<file path="config.mk">
export PLATFORM = sky130hd
export DESIGN_NAME = add_out_responder
export DESIGN_NICKNAME = d
export VERILOG_FILES = /design/src/rtl/add_out_responder.sv
export SDC_FILE = /design/constraint.sdc
export NUM_CORES = 1
export LEC_CHECK = 0
export CAP_MARGIN = 20
export CORE_MARGIN = 2
export CORE_UTILIZATION = 45
export DETAILED_ROUTE_END_ITERATION = 10
export DONT_BUFFER_PORTS = 1
export GPL_TIMING_DRIVEN = 1
export SYNTH_ARGS = -nofsm -noshare
export SYNTH_HDL_FRONTEND = slang
export SYNTH_SLANG_ARGS = --single-unit
</file>
<file path="constraint.sdc">
create_clock -name clk -period 1.8 [get_ports clk]
set_clock_uncertainty 0.1 [all_clocks]
set_input_delay 0.27 -clock clk [delete_from_list [all_inputs] [get_ports clk]]
set_output_delay 0.27 -clock clk [all_outputs]
set_load 0.01 [all_outputs]
</file>
<file path="src/rtl/add_out_responder.sv">
`timescale 1ns/1ps
`default_nettype none
// +----------------------------------------------------------------------------+
// | Module   : add_out_responder                                               |
// | Purpose  : add_out bus responder: {cout,sum} = a+b+cin via a fixed-latency |
// |            pipeline into a credit-protected, in-order output FIFO.         |
// | Revision : 1.0                                                             |
// +----------------------------------------------------------------------------+
module add_out_responder #(
  parameter int add_width  = 4,
  parameter int LATENCY    = 2,
  parameter int FIFO_DEPTH = 4
) (
  input  logic                          clk,
  input  logic                          rst,
  input  logic                          in_valid,
  output logic                          in_ready,
  input  logic [add_width-1:0]          a,
  input  logic [add_width-1:0]          b,
  input  logic                          cin,
  output logic [add_width-1:0]          sum,
  output logic                          cout,
  output logic                          out_valid,
  input  logic                          out_ready,
  output logic [$clog2(FIFO_DEPTH):0]   occupancy,
  output logic [15:0]                   txn_count
);

  localparam int C_RES_W = add_width + 1;
  localparam int C_AW    = $clog2(FIFO_DEPTH);
  localparam int C_OW    = C_AW + 1;
  localparam logic [C_OW-1:0] C_DEPTH = C_OW'(FIFO_DEPTH);

  logic                r_in_ready;
  logic [C_OW-1:0]     r_occ;
  logic [C_OW-1:0]     r_count;
  logic [C_AW-1:0]     r_wr_ptr;
  logic [C_AW-1:0]     r_rd_ptr;
  logic [C_RES_W-1:0]  r_mem [FIFO_DEPTH];
  logic [C_RES_W-1:0]  r_last;
  logic [15:0]         r_txn;

  logic                w_accept;
  logic                w_pop;
  logic                w_push;
  logic [C_RES_W-1:0]  w_result;
  logic [C_RES_W-1:0]  w_push_data;
  logic [C_OW-1:0]     w_occ_next;

  assign w_accept = in_valid && r_in_ready;
  assign w_result = {1'b0, a} + {1'b0, b} + {{add_width{1'b0}}, cin};

  // The FIFO write is the final stage, so LATENCY-1 registers sit in front of it.
  generate
    if (LATENCY == 1) begin : g_direct
      assign w_push      = w_accept;
      assign w_push_data = w_result;
    end else begin : g_pipe
      logic [LATENCY-2:0] r_vld;
      logic [C_RES_W-1:0] r_dat [LATENCY-1];

      always_ff @(posedge clk or negedge rst) begin
        if (!rst) begin
          r_vld <= '0;
        end else begin
          r_vld[0] <= w_accept;
          for (int i = 1; i < LATENCY - 1; i++) begin
            r_vld[i] <= r_vld[i-1];
          end
        end
      end

      always_ff @(posedge clk) begin
        r_dat[0] <= w_result;
        for (int i = 1; i < LATENCY - 1; i++) begin
          r_dat[i] <= r_dat[i-1];
        end
      end

      assign w_push      = r_vld[LATENCY-2];
      assign w_push_data = r_dat[LATENCY-2];
    end
  endgenerate

  assign out_valid = (r_count != '0);
  assign w_pop     = out_valid && out_ready;

  always_ff @(posedge clk) begin
    if (w_push) begin
      r_mem[r_wr_ptr] <= w_push_data;
    end
  end

  always_ff @(posedge clk or negedge rst) begin
    if (!rst) begin
      r_wr_ptr <= '0;
      r_rd_ptr <= '0;
      r_count  <= '0;
    end else begin
      if (w_push) begin
        r_wr_ptr <= r_wr_ptr + 1'b1;
      end
      if (w_pop) begin
        r_rd_ptr <= r_rd_ptr + 1'b1;
      end
      case ({w_push, w_pop})
        2'b10:   r_count <= r_count + 1'b1;
        2'b01:   r_count <= r_count - 1'b1;
        default: r_count <= r_count;
      endcase
    end
  end

  // Credits track FIFO entries plus in-flight pipeline entries together.
  always_comb begin
    w_occ_next = r_occ;
    if (w_accept && !w_pop) begin
      w_occ_next = r_occ + 1'b1;
    end else if (!w_accept && w_pop) begin
      w_occ_next = r_occ - 1'b1;
    end
  end

  always_ff @(posedge clk or negedge rst) begin
    if (!rst) begin
      r_occ      <= '0;
      r_in_ready <= 1'b0;
      r_last     <= '0;
      r_txn      <= '0;
    end else begin
      r_occ      <= w_occ_next;
      r_in_ready <= (w_occ_next < C_DEPTH);
      if (w_pop) begin
        r_last <= r_mem[r_rd_ptr];
        r_txn  <= r_txn + 16'd1;
      end
    end
  end

  // With the FIFO empty the bus keeps showing the most recently consumed result.
  assign {cout, sum} = out_valid ? r_mem[r_rd_ptr] : r_last;
  assign in_ready    = r_in_ready;
  assign occupancy   = r_occ;
  assign txn_count   = r_txn;

endmodule
`default_nettype wire

</file>
==> results.json, run 1 <==
{
  "netlist.top_cell.by_area": "dfrtp_1",
  "timing.hold.worst_endpoint": "g_pipe.r_dat[0][4]",
  "clk_root_buffer_cell": "clkbuf_8",
  "non_filler_cells_in_the_finished_layout": 296,
  "power-per-cell-area_nw_per_um2": 1520,
  "boundaryPins": 39,
  "post-dp-hpwl_um": 3150,
  "synth.top_cells.by_area": "dfrtp_1, edfxtp_1, ha_1, xnor2_1, mux4_2",
  "synth.top_cell.area_share_pct": 32.0,
  "totalNegativeSetupSlack_ps": -952,
  "insertion_delay_ps": 320,
  "r2r_slack_ps": 20,
  "leakage_nw": 1.29,
  "reg2reg_start": "r_count[2]",
  "cp-startpoint": "r_rd_ptr[0]",
  "max_freq_mhz": 499,
  "critical_path_start_type": "flip-flop",
  "synthesis.area_per_instance_um2": 13.1,
  "initial_core_util_pct": 46.9,
  "critPathMaxFanout": 6,
  "tritoncts.num_buffers": 9,
  "fp.dieH_um": 79.7,
  "layout.filler_cells": 460,
  "fp.dieArea_um2": 6360,
  "final_setup_violating_endpoints": 5,
  "yosys.cell_types.count": 32,
  "cts_tree": "done",
  "global_route.usage.met2_pct": 24.5,
  "timing.max_slew.rel_slack_pct": 81.2,
  "core-area_um2": 5510,
  "worst_setup_hold_path_clk_slew_ps": 60,
  "final_estimated_routing_congestion_in_global_placement": 0.793,
  "power.total_mw": 4.55,
  "worst_hold_slack_ps": 76.7,
  "hold_path_depth": 2,
  "worstHoldPathType": "input port to flip-flop",
  "worst-setup-path-type": "flip-flop to output port",
  "timing.final.hold_violations": 0,
  "nets": 248,
  "grt_use_total_pct": 15.4,
  "drt_drc_violations_left": 0,
  "grt_overflow_total": 0,
  "synth-seq-area-share_pct": 59.2,
  "period_share_pct": 111,
  "timing_max_transition_violations_final": 0,
  "r2r-end": "r_count[2]",
  "grt_max_degree": 34,
  "detail_route.wl_per_cell_um": 14.6,
  "multiInputGateArea_um2": 1030,
  "via_count": 1486,
  "vias_in_the_first_global_route": 1554,
  "area.sequential_um2": 1530,
  "vias_per_cell": 5.02,
  "cap_viol_max_count": 0,
  "groute.layer.met3.usage_pct": 3.85,
  "failed_checks": "setup timing",
  "grt_use_met1_pct": 19.0,
  "vdd_drop_max_mv": 0.717,
  "cell_count_after_synthesis": 197,
  "run_status": "finished, violations left",
  "final_layout_size_suffix_gt1_share_pct": 20.1,
  "core.rowCount": 27,
  "timing.reg2reg.worst_path_depth": 8,
  "dpl_cell_area_um2": 2710,
  "most_common_library_cell_in_the_layout_ignoring_fill_and_taps": "dfrtp_1",
  "finalCriticalPeriod_ps": 2000,
  "grt_antenna_before_repair": 0,
  "insertedDiodeCount": 0,
  "slew_worst_pin_ps": 282,
  "critPathCaptureType": "output port",
  "detailedPlace.worstSlack_ps": -30.6,
  "cp.arrival_ps": 1630,
  "wire_length_of_the_first_global_routing_pass_um": 7270,
  "drt_iter0_drc": 112,
  "crit_slowest_cell": "mux4_2",
  "io_buffer_count": 0,
  "critPathMaxStageDelay_ps": 540,
  "cp.required_ps": 1430,
  "clk_path_buf_depth": 2,
  "drt_pre_antenna_iters": 4,
  "min_from": "b[3]",
  "post-route-worst-setup-slack_ps": -204,
  "area.growth.synth_to_final_pct": 16.1,
  "gr-max-usage-layer": "met2",
  "yosys_register_bits": 58,
  "synth.net_count": 226,
  "place.detailed.instances": 273,
  "yosys_warnings": 0,
  "layout.cells.most_common_list": "dfrtp_1, nand2_1, edfxtp_1",
  "grt_setup_unrepaired": "yes",
  "clock_sinks": 58,
  "antenna_left": 0,
  "netlist_area_um2": 2580,
  "die_wd_um": 79.7,
  "finish.utilization_pct": 54.4,
  "post_layout_instance_area_um2": 2990,
  "cts_htree_levels": 3,
  "wirelength_um": 4310,
  "path_cells": "mux4_2 -> mux2_4"
}
[kinds of logic (layout without fill, tap and decap cells)]
family	after synthesis	after routing	synth area share (%)
muxes	11	11	6.93
adders and majority gates	16	16	8.63
AOI/OAI and AO/OA	9	9	2.57
buffers and inverters	19	46	3.20
xor gates and xnor gates	25	25	8.49
and+or+nand+nor	59	59	11.0
DFF	58	58	59.2
[how the worst max path moves through the flow]
| stage | to | slack, ps | cells after the start |
|---|---|---|---|
| after detailed placement | in_ready | -30 | 8 |
| after CTS | sum[0] | -230 | 2 |
| after global routing | sum[1] | -260 | 2 |
| after floorplan | r_count[2] | -70 | 8 |
| final | sum[1] | -200 | 2 |
| after global placement | sum[1] | 60 | 2 |
[power by group]
group,internal (mW),switching [mW]
logic,0.765,0.668
clock network,0.480,0.465
registers,1.75,0.419
total,3.00,1.55
[critical path, delay by kind of cell, from the launching register on]
kind          cells  cell delay, ps
flip-flops        1             460
multiplexers      2             850
[synthesized netlist by cell type]
library cell / count
inv_1: 15
mux4_2: 5
inv_2: 1
buf_6: 1
nor2b_1: 1
buf_4: 1
mux2_2: 5
dfxtp_1: 5
nand2b_1: 1
and3_1: 2
fa_1: 3
a21o_1: 1
dfrtp_1: 33
nor2_1: 6
nor3_2: 1
o21ai_0: 3
o31ai_4: 1
xor2_1: 7
nor3b_1: 1
xnor2_1: 18
nand4_1: 6
ha_1: 13
nor3_1: 2
nand3_1: 6
clkbuf_1: 1
a211oi_1: 1
and2_1: 4
mux2i_1: 1
a21oi_1: 3
nor2_4: 1
nand2_1: 28
edfxtp_1: 20
[layer usage]
metal	routed length, um	up-vias	share of wire [%]
met3	134	8	3.1
li1	-	711	-
met1	1960	737	45
met5	0	-	0
met4	89	0	2.1
met2	2130	30	49
[state kept, by name, indices dropped and copies added (netlist names)]
| name | cells |
|---|---|
| g_pipe.r_dat | 5 |
| g_pipe.r_vld | 1 |
| in_ready | 1 |
| occupancy | 3 |
| r_count | 3 |
| r_last | 5 |
| r_mem | 20 |
| r_rd_ptr | 2 |
| r_wr_ptr | 2 |
| txn_count | 16 |
[cell type report]
type,count,share of cell area [%]
inverters,16,2.01
repair buffers,14,4.30
clock inverters,5,0.710
multi-input cells,120,34.5
clock buffers,11,4.39
flip-flops and latches,58,51.1
well taps,72,3.01
[repair_timing]
| action | CTS | global route |
|---|---|---|
| gates resized for setup | 8 | 6 |
| hold buffers | 4 | 0 |
| endpoints found under the hold margin | 34 | 0 |
| setup endpoints to repair | 8 | 10 |
| pin swaps | 2 | 0 |
| setup buffers | 2 | 1 |
Note: power is estimated with default switching activity, not from simulation.
==> inputs of run 2 (changes only) <==
- MAX_ROUTING_LAYER: not set -> met4
==> run 2 against run 1 <==
Combinational power about the same. Core utilization unchanged. First-iteration DRC count increased by 5.4%. Clock power about the same. Routed wire length decreased by 0.14%. Hold slack about the same. Sequential share of layout area unchanged. Via count about the same. Fmax about the same. The run still ends with setup timing left. Die area unchanged. Sequential cell count unchanged. Largest power group unchanged. Non-clock buffer count unchanged. Critical path type unchanged.
==> results.json, run 2 (same netlist as run 1, synthesis figures left out) <==
{
  "seq_power_share_pct": 47.7,
  "power_report.internal_total_mw": 3.00,
  "timing.max_slew.rel_slack_pct": 81.2,
  "critPathCaptureType": "output port",
  "wirelength_um": 4310,
  "insertion_delay_ps": 320,
  "critical_path.n_buffers_inverters": 0,
  "insertedDiodeCount": 0,
  "post-dp-hpwl_um": 3150,
  "cp.required_ps": 1430,
  "cts_tree": "done",
  "power.total_mw": 4.55,
  "leakage_nw": 1.29,
  "critPathMaxFanout": 6,
  "cap_viol_max_count": 0,
  "final_setup_violating_endpoints": 5,
  "share_clk_of_total_power_pct": 20.8,
  "place.detailed.instances": 273,
  "final_layout_size_suffix_gt1_share_pct": 20.1,
  "fp.dieArea_um2": 6360,
  "initial_core_util_pct": 46.9,
  "share_comb_of_total_power_pct": 31.5,
  "nets": 248,
  "slew_worst_pin_ps": 282,
  "timing_max_transition_violations_final": 0,
  "worst-setup-path-type": "flip-flop to output port",
  "cts_htree_levels": 3,
  "critPathMaxStageDelay_ps": 540,
  "detail_route.wl_per_cell_um": 14.5,
  "run_status": "finished, violations left",
  "grt_setup_unrepaired": "yes",
  "timing.critical_path.max_delay_family": "multiplexers",
  "most_common_library_cell_in_the_layout_ignoring_fill_and_taps": "dfrtp_1",
  "fp.dieH_um": 79.7,
  "drt_iter0_drc": 118,
  "clock_sinks": 58,
  "non_filler_cells_in_the_finished_layout": 296,
  "worstHoldPathType": "input port to flip-flop",
  "tritoncts.num_buffers": 9,
  "grt_max_degree": 34,
  "die_wd_um": 79.7,
  "timing.final.hold_violations": 0,
  "io_buffer_count": 0,
  "clk_root_buffer_cell": "clkbuf_8",
  "worst_setup_hold_path_clk_slew_ps": 60,
  "wire_length_of_the_first_global_routing_pass_um": 7270,
  "netSwitchingFraction_pct": 34.1,
  "drt_pre_antenna_iters": 4,
  "post-route-worst-setup-slack_ps": -204,
  "totalNegativeSetupSlack_ps": -951,
  "via_count": 1485,
  "core-area_um2": 5510,
  "max_freq_mhz": 499,
  "largest_register_ff_count": 20,
  "cp.arrival_ps": 1630,
  "core.rowCount": 27,
  "switchingPower_mw": 1.55,
  "antenna_left": 0,
  "finish.utilization_pct": 54.4,
  "grt_overflow_total": 0,
  "boundaryPins": 39,
  "vias_in_the_first_global_route": 1551,
  "critical_path_start_type": "flip-flop",
  "detailedPlace.worstSlack_ps": -30.6,
  "drt_drc_violations_left": 0,
  "vdd_drop_max_mv": 0.716,
  "registers.top_by_ff_count": "r_mem",
  "path_cells": "mux4_2 -> mux2_4",
  "final_estimated_routing_congestion_in_global_placement": 0.804,
  "failed_checks": "setup timing",
  "layout.cells.most_common_list": "dfrtp_1, nand2_1, edfxtp_1",
  "period_share_pct": 111,
  "clk_path_buf_depth": 2,
  "layout.filler_cells": 460,
  "crit_slowest_cell": "mux4_2",
  "vias_per_cell": 5.02,
  "finalCriticalPeriod_ps": 2000,
  "power-per-cell-area_nw_per_um2": 1520,
  "area.growth.synth_to_final_pct": 16.1,
  "grt_use_total_pct": 15.8,
  "grt_antenna_before_repair": 0
}
==> run 2: cell counts in the layout (fill, tap and decap cells not counted) <==
No cell type changed its count.
==> run 2: path summary, 6_finish.rpt <==
path                                  start                 end  slack [ps]  cells past startpoint
worst min-delay path                   b[3]  g_pipe.r_dat[0][4]          80                      2
worst max-delay path            r_rd_ptr[0]              sum[1]        -200                      2
worst max register to register   r_count[2]          r_count[2]          20                      8
min in group asynchronous               rst        txn_count[6]         300                      2
worst min register to register    r_last[2]           r_last[2]         380                      2
max in group asynchronous               rst          r_count[2]        1110                      2
==> run 2: stage by stage <==
stage / area [um^2] / hold WS [ps]
after CTS: 2960 / 19.7
after floorplan: 2590 / -126
final: 2990 / 76.8
after global routing: 2990 / 84.6
after global placement: 2710 / -125
after detailed placement: 2710 / -125
==> run 2: layout make-up <==
class / count / area, um^2 / share of cell area, %
Sequential cell: 58 / 1530 / 51.1
Tap cell: 72 / 90.1 / 3.01
Clock buffer: 11 / 131 / 4.39
Timing Repair Buffer: 14 / 129 / 4.30
Multi-Input combinational cell: 120 / 1030 / 34.5
Clock inverter: 5 / 21.3 / 0.710
Inverter: 16 / 60.1 / 2.01
==> run 2: power by group through the flow <==
stage          combinational (mW)  sequential [mW]  clock (mW)
3_3_place_gp                 1.18             2.16           0
5_1_grt                      1.64             2.22        1.03
6_report                     1.43             2.17       0.945
2_1_floorplan                1.06             2.06           0
4_1_cts                      1.39             2.17       0.975
3_5_place_dp                 1.26             2.18           0
==> run 2: per-layer routing <==
layer / part of all wire [%] / wire length (um) / global-route usage (%)
met1: 45 / 1960 / 18.8
met5: 0 / 0 / -
met3: 3.1 / 134 / 3.85
met2: 49 / 2120 / 24.7
met4: 2.1 / 89 / 8.79
==> run 2: timing repair <==
item | 4_1_cts | 5_1_grt
setup endpoints to repair | 8 | 10
hold buffers | 4 | 0
buffers inserted | 2 | 1
pin swaps | 2 | 0
endpoints found under the hold margin | 34 | 0
gates resized for setup | 8 | 6
==> inputs of run 3 (changes only) <==
- SLEW_MARGIN: not set -> 20
==> results of run 3 <==
The final DEF is identical to that of run 2; final timing and power are the same.
